==> config.mk <==
export PLATFORM = sky130hd
export DESIGN_NAME = conv2d_accel_param
export DESIGN_NICKNAME = d
export VERILOG_FILES = /design/src/rtl/conv2d_accel_param.sv
export SDC_FILE = /design/constraint.sdc
export NUM_CORES = 1
export LEC_CHECK = 0
export ABC_AREA = 1
export CORE_ASPECT_RATIO = 0.5
export CORE_MARGIN = 1.5
export CORE_UTILIZATION = 50
export DETAILED_ROUTE_END_ITERATION = 7
export PLACE_DENSITY = 0.82
export SLEW_MARGIN = 20
export SYNTH_ARGS = -nofsm -noshare
export SYNTH_HDL_FRONTEND = slang
export SYNTH_SLANG_ARGS = --single-unit
export TNS_END_PERCENT = 10
==> constraint.sdc <==
create_clock -name clk -period 10.2 [get_ports clk]
set_clock_uncertainty 0.05 [all_clocks]
set_input_delay 1.53 -clock clk [delete_from_list [all_inputs] [get_ports clk]]
set_output_delay 1.53 -clock clk [all_outputs]
set_load 0.02 [all_outputs]
==> src/rtl/conv2d_accel_param.sv <==
// Multi-channel int8 2-D convolution engine: KxK kernels plus int16 bias per output channel,
// requantised by a runtime arithmetic shift with optional ReLU, one tap per clock.
module conv2d_accel_param #(
    parameter int unsigned IN_W   = 40,
    parameter int unsigned IN_H   = 49,
    parameter int unsigned K      = 3,
    parameter int unsigned STRIDE = 1,
    parameter int unsigned OUT_CH = 4,
    parameter int unsigned ACC_W  = 24,
    parameter int unsigned IN_AW  = 11,
    parameter int unsigned OUT_AW = 13,
    parameter int unsigned W_AW   = 8,
    parameter int unsigned B_AW   = 4
) (
    input  logic              clk,
    input  logic              rst_n,
    input  logic              start,
    input  logic [4:0]        shift,
    input  logic              relu_en,
    output logic              busy,
    output logic              done,
    output logic [IN_AW-1:0]  ram_addr,
    input  logic [7:0]        ram_rdata,
    output logic [W_AW-1:0]   w_addr,
    input  logic [7:0]        w_rdata,
    output logic [B_AW-1:0]   b_addr,
    input  logic [15:0]       b_rdata,
    output logic [OUT_AW-1:0] out_ram_addr,
    output logic              out_ram_wen,
    output logic [7:0]        out_ram_wdata
);
    localparam int unsigned OUT_W = (IN_W - K) / STRIDE + 1;
    localparam int unsigned OUT_H = (IN_H - K) / STRIDE + 1;
    localparam int unsigned KK    = K * K;
    localparam int unsigned OCW   = (OUT_CH > 1) ? $clog2(OUT_CH) : 1;
    localparam int unsigned YW    = (OUT_H > 1) ? $clog2(OUT_H) : 1;
    localparam int unsigned XW    = (OUT_W > 1) ? $clog2(OUT_W) : 1;
    localparam int unsigned KW    = (K > 1) ? $clog2(K) : 1;
    localparam int unsigned TW    = (KK > 1) ? $clog2(KK) : 1;
    localparam int unsigned EW    = ACC_W + 1;

    typedef enum logic [2:0] {StIdle, StBias, StMac, StLast, StDone} state_e;
    state_e state_q, state_d;

    logic [OCW-1:0]          oc_q;
    logic [YW-1:0]           oy_q;
    logic [XW-1:0]           ox_q;
    logic [KW-1:0]           ky_q, kx_q;
    logic [TW-1:0]           t_q;
    logic [OUT_AW-1:0]       pix_q;
    logic [4:0]              shift_q;
    logic                    relu_q;
    logic signed [ACC_W-1:0] acc_q;
    logic                    done_q, wen_q;
    logic [OUT_AW-1:0]       waddr_q;
    logic [7:0]              wdata_q;

    logic                    tap_last, pix_last;
    logic signed [15:0]      prod;
    logic signed [ACC_W-1:0] prod_ext, bias_ext, accf;
    logic signed [EW-1:0]    rnd, shifted;
    logic [7:0]              qval;

    assign tap_last = (t_q == TW'(KK - 1));
    assign pix_last = (oc_q == OCW'(OUT_CH - 1)) && (oy_q == YW'(OUT_H - 1)) &&
                      (ox_q == XW'(OUT_W - 1));

    assign busy          = (state_q != StIdle);
    assign done          = done_q;
    assign out_ram_wen   = wen_q;
    assign out_ram_addr  = waddr_q;
    assign out_ram_wdata = wdata_q;
    assign b_addr        = B_AW'(oc_q);
    assign w_addr        = W_AW'(oc_q) * W_AW'(KK) + W_AW'(t_q);
    assign ram_addr      = (IN_AW'(oy_q) * IN_AW'(STRIDE) + IN_AW'(ky_q)) * IN_AW'(IN_W) +
                           IN_AW'(ox_q) * IN_AW'(STRIDE) + IN_AW'(kx_q);

    always_comb begin
        state_d = state_q;
        case (state_q)
            StIdle:  if (start) state_d = StBias;
            StBias:  state_d = StMac;
            StMac:   if (tap_last) state_d = StLast;
            StLast:  state_d = pix_last ? StDone : StBias;
            StDone:  state_d = StIdle;
            default: state_d = StIdle;
        endcase
    end

    // Final tap is folded in combinationally during LAST, then rounded, clamped, saturated.
    always_comb begin
        prod     = $signed(ram_rdata) * $signed(w_rdata);
        prod_ext = {{(ACC_W - 16){prod[15]}}, prod};
        bias_ext = {{(ACC_W - 16){b_rdata[15]}}, b_rdata};
        accf     = acc_q + prod_ext;
        rnd      = {accf[ACC_W-1], accf};
        if (shift_q != 5'd0) rnd = rnd + (EW'(1) << (shift_q - 5'd1));
        shifted  = rnd >>> shift_q;
        if (relu_q && shifted[EW-1]) shifted = '0;
        if (!shifted[EW-1] && (|shifted[EW-2:7]))      qval = 8'h7f;
        else if (shifted[EW-1] && !(&shifted[EW-2:7])) qval = 8'h80;
        else                                           qval = shifted[7:0];
    end

    always_ff @(posedge clk) begin
        if (!rst_n) begin
            state_q <= StIdle;
            oc_q    <= '0;
            oy_q    <= '0;
            ox_q    <= '0;
            ky_q    <= '0;
            kx_q    <= '0;
            t_q     <= '0;
            pix_q   <= '0;
            shift_q <= '0;
            relu_q  <= 1'b0;
            acc_q   <= '0;
            done_q  <= 1'b0;
            wen_q   <= 1'b0;
            waddr_q <= '0;
            wdata_q <= '0;
        end else begin
            state_q <= state_d;
            wen_q   <= 1'b0;
            done_q  <= (state_q == StDone);
            case (state_q)
                StIdle: begin
                    if (start) begin
                        shift_q <= (32'(shift) > ACC_W - 1) ? 5'(ACC_W - 1) : shift;
                        relu_q  <= relu_en;
                        oc_q    <= '0;
                        oy_q    <= '0;
                        ox_q    <= '0;
                        ky_q    <= '0;
                        kx_q    <= '0;
                        t_q     <= '0;
                        pix_q   <= '0;
                    end
                end
                StMac: begin
                    acc_q <= (t_q == '0) ? bias_ext : accf;
                    if (tap_last) begin
                        t_q  <= '0;
                        ky_q <= '0;
                        kx_q <= '0;
                    end else begin
                        t_q <= t_q + TW'(1);
                        if (kx_q == KW'(K - 1)) begin
                            kx_q <= '0;
                            ky_q <= ky_q + KW'(1);
                        end else begin
                            kx_q <= kx_q + KW'(1);
                        end
                    end
                end
                StLast: begin
                    wen_q   <= 1'b1;
                    waddr_q <= pix_q;
                    wdata_q <= qval;
                    // Counters hold on the final pixel so nothing ever wraps.
                    if (!pix_last) begin
                        pix_q <= pix_q + OUT_AW'(1);
                        if (ox_q == XW'(OUT_W - 1)) begin
                            ox_q <= '0;
                            if (oy_q == YW'(OUT_H - 1)) begin
                                oy_q <= '0;
                                oc_q <= oc_q + OCW'(1);
                            end else begin
                                oy_q <= oy_q + YW'(1);
                            end
                        end else begin
                            ox_q <= ox_q + XW'(1);
                        end
                    end
                end
                default: ;
            endcase
        end
    end
endmodule

==> summary.txt, run 1 <==
Setup path
  • Most used cell, CP: nand2_1
  • Critical path launch point type: input pin
  • Crit path required time: 10.39 ns
  • Reg2reg end: out_ram_wdata[3]
  • CP arrival: 9.67 ns
  • Endpoint class of the critical path: register
  • R2R Path Start: acc_q[6]
  • Reg2Reg Depth: 44
  • WS Path Type: input pin to register
  • Critical Path Max Stage Delay: 0.57 ns
  • Slowest cell on crit path: clkdlybuf4s50_1
  • Crit-path max FO: 8
  • R2R setup slack: 2.71 ns
  • Top delay family on crit path: adder cells
  • Worst path bufs/invs: 7
  • WP depth: between 40 and 50

STA
  • Setup ws final: 0.723 ns
  • Final period utilization: 92.9%
  • Slew HR: 35.1%
  • Worst Tran Pin Value: 0.973 ns
  • Crit path time final: approximately 9.5 ns
  • Setup TNS: 0 ns
  • Hold Worst Slack: 0.439 ns
  • Slew Viols, Final: 0
  • Fmax: 0.106 GHz
  • RSZ-0062 raised after global routing: false
  • Final hold violation count: 0
  • Endpoints failing setup: 0

Synthesis
  • Area leader, netlist: fa_1
  • Post-synth top area share: 17.8%
  • Avg Cell Area, Syn: 6.85 um^2
  • Post-synth cell types: 50
  • Asr flop ratio synth: 0%
  • Main flop type after synthesis: dfxtp_1
  • Area contributors post-synth: fa_1, dfxtp_1, nand2_1
  • Seq/Total Area, Yosys: 14.9%
  • Synth Instances: roughly 1800
  • Register bit count reported by yosys: 91
  • Top post-synthesis cells by count: nand2_1, inv_1, nand3_1
  • Ys Warns: 0
  • Top-count cell post-synth: nand2_1
  • EDFF count, synth: 0
  • Mapped Area: 0.0123 mm^2

Global routing
  • Vias in the first global route: roughly 11000
  • First-pass GRT wire length: 52000 um
  • Gr ovfl total: 0
  • Total GRT Usage: about 25%
  • Largest net degree at the start of global routing: 55
  • Initial antenna violation count: 1

Die
  • Boundary Pins: 88
  • Core area: 0.0240 mm^2
  • Initial Util: about half
  • Die width: 224 um
  • Die area: approximately 0.026 mm^2
  • Die Y: 114 um
  • # rows: 40

Routing
  • Pre-antenna DRT Iters: 6
  • WL/cell: about 14 um
  • Vias per cell: 5.41
  • # DRC: 0
  • First DRT Iteration DRCs: 896
  • WL final: 31000 um
  • Antenna Nets Post-Route: 0
  • Total number of vias: 11700

CTS
  • Clock Tree Root: clkbuf_16
  • CTS Sinks: 91
  • CTS Buf Count: 9
  • CTS tree: built
  • Clock Path Buffers: 2
  • Clk_lat worst skew: 0.36 ns
  • H-tree depth: 3
  • Worst-path clk slew: ~0.07 ns

Hold path
  • Hold endpoint: out_ram_addr[12]
  • Hold Crit Depth: 2
  • Hold_sp: pix_q[12]
  • Hold Path Class: register to register

Layout
  • Fill count: between 2000 and 2500
  • P&R area growth vs syn: 11.3%
  • Post-layout net count: 2094
  • Multi-input combinational cell area: between 0.009 and 0.01 mm^2
  • Sequential Area: around 0.0018 mm^2
  • Layout cell share with drive strength beyond 1: 6.52%

Placement
  • Port Buf Inserts: 83
  • Final weighted congestion in routability-driven placement: around 0.95
  • HPWL after detailed placement: 25200 um
  • Worst slack at placement: 0.382 ns

Job
  • # Max-Cap Violations: 0

Outcome
  • Status: complete, no violations
## metal layers
metal / part of all wire (%) / global-route usage (%)
met1: 46 / 34.8
met2: 44 / 39.7
met3: 8.2 / 4.92
met4: 2.3 / 7.20
met5: 0 / 0
## timing repair
item,in CTS,in global routing
setup endpoints to repair,0,7
hold buffers,0,0
buffers inserted,0,0
resized for setup,0,1
## worst max path at each step
stage                             from          endpoint  slack (ns)
after floorplan             w_rdata[7]  out_ram_wdata[0]        1.58
after global placement    ram_rdata[0]  out_ram_wdata[3]        0.56
after detailed placement  ram_rdata[0]  out_ram_wdata[5]        0.38
after CTS                 ram_rdata[0]  out_ram_wdata[3]        0.71
after global routing      ram_rdata[0]  out_ram_wdata[3]        0.01
final                     ram_rdata[0]  out_ram_wdata[3]        0.72
## layout make-up
| cell class | instances | area share (%) |
|---|---|---|
| Multi-Input combinational cell | 1321 | 66.0 |
| Antenna cell | 1 | 0.0183 |
| Sequential cell | 91 | 13.4 |
| Inverter | 311 | 8.56 |
| Timing Repair Buffer | 103 | 7.19 |
| Tap cell | 315 | 2.89 |
| Clock inverter | 6 | 0.358 |
| Clock buffer | 9 | 1.65 |
## registers in the layout, indices dropped and copies added, names as in the netlist, 2 cells and up
register,count
t_q,4
out_ram_addr,13
oc_q,2
shift_q,5
state_q,3
acc_q,24
pix_q,13
ky_q,2
kx_q,2
oy_q,6
ox_q,6
out_ram_wdata,8
## cells by family after synthesis
family          Yosys count  share of synthesized area, %
simple gates            789                          28.8
buf+inv                 380                          11.9
compound gates          264                          12.3
fa+ha+maj               216                          28.7
flops                    91                          14.9
xor+xnor                 47                          3.36
other cells               1                        0.0306
mux                       1                        0.0817
## placed cells by master (no fill, tap or decap), drive strengths merged, types with 20 or more instances in the layout
cell type and instances:
ha 107, nand3 177, nor3 31, nand2 408
dfxtp 91, buf 20, xnor2 24, o21ai 103
inv 311, a21oi 107, xor2 23, clkdlybuf4s50 83
nor2 127, fa 109
## worst reg2reg max path, delay by kind of cell (launching register included)
| kind | cells | cell delay [ns] |
|---|---|---|
| adders and majority gates | 7 | 3.20 |
| and+or+nand+nor | 27 | 2.63 |
| AOI/OAI and AO/OA | 4 | 0.63 |
| DFF | 1 | 0.34 |
| buffers and inverters | 5 | 0.29 |
| xor gates and xnor gates | 1 | 0.25 |
## through the flow
stage / cell area [um^2] / std cells / util (%)
6_report: 13600 / 2157 / 56.8
5_1_grt: 13600 / 2157 / 56.8
4_1_cts: 13600 / 2156 / 56.8
3_5_place_dp: 13400 / 2141 / 55.6
3_3_place_gp: 13400 / 2141 / 55.6
2_1_floorplan: 12300 / 1792 / -
Power of run 1 is not shown: default switching activity piles up to over one toggle a cycle in this logic, so the estimate is an artifact.
==> inputs of run 2 (changes only) <==
- CAP_MARGIN: not set -> 20
- CTS_BUF_LIST: not set -> sky130_fd_sc_hd__clkbuf_8
==> summary.txt, run 2 (synthesis gave the netlist of run 1 again) <==
Outcome
  • Status: complete, no violations

Die
  • Core area: 0.0240 mm^2
  • # rows: 40
  • Initial Util: 51.0%
  • Die area: around 0.026 mm^2
  • Die width: 224 um
  • Boundary Pins: 88
  • Die Y: 114 um

Global routing
  • Met2 Resource Use GR: 39.5%
  • Total GRT Usage: about a quarter
  • First-pass GRT wire length: 51600 um
  • Largest net degree at the start of global routing: 55
  • Gr ovfl total: 0
  • Initial antenna violation count: 1
  • M3 GR Usage: 4.71%
  • Vias in the first global route: roughly 11000
  • Met1 usage: 35.0%
  • Busiest grt layer: met2

Layout
  • Post-layout net count: 2094
  • P&R area growth vs syn: 10.5%
  • Layout cell share with drive strength beyond 1: 6.52%
  • Commonest cells after routing, fill and taps aside: nand2_1, inv_1, nand3_1
  • Top reg by flops: acc_q
  • Fill count: between 2000 and 2500
  • Most common cell after layout, fill and taps aside: nand2_1
  • Max FFs per register: 24

Hold path
  • Hold Path Class: register to register

Setup path
  • Most used cell, CP: nand2_1
  • Endpoint class of the critical path: register
  • Slowest cell on crit path: clkdlybuf4s50_1
  • CP arrival: 9.64 ns
  • WS Path Type: input pin to register
  • Critical path launch point type: input pin
  • Crit-path max FO: 8
  • Critical Path Max Stage Delay: 0.57 ns
  • Crit path required time: 10.42 ns

Routing
  • First DRT Iteration DRCs: 989
  • Pre-antenna DRT Iters: 5
  • # DRC: 0
  • WL/cell: 14.2 um
  • Vias per cell: around 5.4
  • Total number of vias: 11700
  • Antenna Nets Post-Route: 0
  • WL final: 30700 um

STA
  • RSZ-0062 raised after global routing: false
  • Final period utilization: 92.3%
  • Crit path time final: 9.42 ns
  • Slew Viols, Final: 0
  • Endpoints failing setup: 0
  • Worst Tran Pin Value: 0.949 ns
  • Setup TNS: 0 ns
  • Slew HR: 36.5%
  • Fmax: 0.106 GHz
  • Final hold violation count: 0

CTS
  • CTS Buf Count: 9
  • Worst-path clk slew: 0.09 ns
  • CTS tree: built
  • Clock Path Buffers: 2
  • CTS Sinks: 91
  • Clk_lat worst skew: 0.39 ns
  • Cts-stage hold buffer count: 0
  • H-tree depth: 3
  • Clock Tree Root: clkbuf_8

Placement
  • Final weighted congestion in routability-driven placement: 0.955
  • Port Buf Inserts: 83
  • HPWL after detailed placement: 25200 um

Job
  • # Max-Cap Violations: 0
## run 2: what timing repair did
item,CTS,global route
hold endpoints to repair,0,0
resized for setup,0,1
endpoints found under the setup margin,0,7
setup buffers,0,0
## run 2: worst max-delay path, delay by kind of cell
| kind | cells | cell delay (ns) |
|---|---|---|
| buffers and inverters | 7 | 0.90 |
| adder cells (fa/ha/maj) | 7 | 3.33 |
| AND/OR/NAND/NOR | 28 | 2.96 |
| XOR/XNOR | 1 | 0.25 |
| AO/OA/AOI/OAI | 4 | 0.61 |
## run 2: worst paths after layout
check,slack (ns),start,to,depth (start not counted)
worst max-delay path,0.78,ram_rdata[0],out_ram_wdata[3],47
worst min-delay path,0.44,pix_q[12],out_ram_addr[12],2
worst max register to register,2.73,acc_q[6],out_ram_wdata[3],44
worst min register to register,0.44,pix_q[12],out_ram_addr[12],2
## run 2: area by class of cell
| class | count | area [um^2] | area share (%) |
|---|---|---|---|
| diodes | 1 | 2.50 | 0.0185 |
| clock buffers | 9 | 124 | 0.915 |
| clock inverters | 6 | 48.8 | 0.360 |
| inverters | 311 | 1170 | 8.62 |
| multi-input cells | 1321 | 9000 | 66.5 |
| flip-flops and latches | 91 | 1820 | 13.5 |
| well taps | 315 | 394 | 2.91 |
| repair buffers | 103 | 981 | 7.24 |
## run 2: stage by stage
step / util (%) / cells / setup WS, ns / cell area (um^2) / hold slack [ns]
floorplan: - / 1792 / 1.58 / 12300 / 0.400
global placement: 55.6 / 2141 / 0.564 / 13400 / 0.419
detailed placement: 55.6 / 2141 / 0.382 / 13400 / 0.426
CTS: 56.3 / 2156 / 0.747 / 13500 / 0.439
global route: 56.4 / 2157 / 0.0531 / 13500 / 0.466
finish: 56.4 / 2157 / 0.781 / 13500 / 0.441
## run 2: layer usage
| layer | vias to the layer above | wire, um |
|---|---|---|
| met4 | 0 | 624 |
| met5 | - | 0 |
| met1 | 5407 | 14200 |
| li1 | 5789 | - |
| met3 | 47 | 2490 |
| met2 | 416 | 13300 |
Power of run 2 is left out for the same reason.
==> inputs of run 3 (changes only) <==
- CAP_MARGIN: 20 -> 25
- SKIP_LAST_GASP: not set -> 1
==> results of run 3 <==
The final DEF is identical to that of run 2; final timing and power are the same.
Power of run 3 is left out for the same reason.
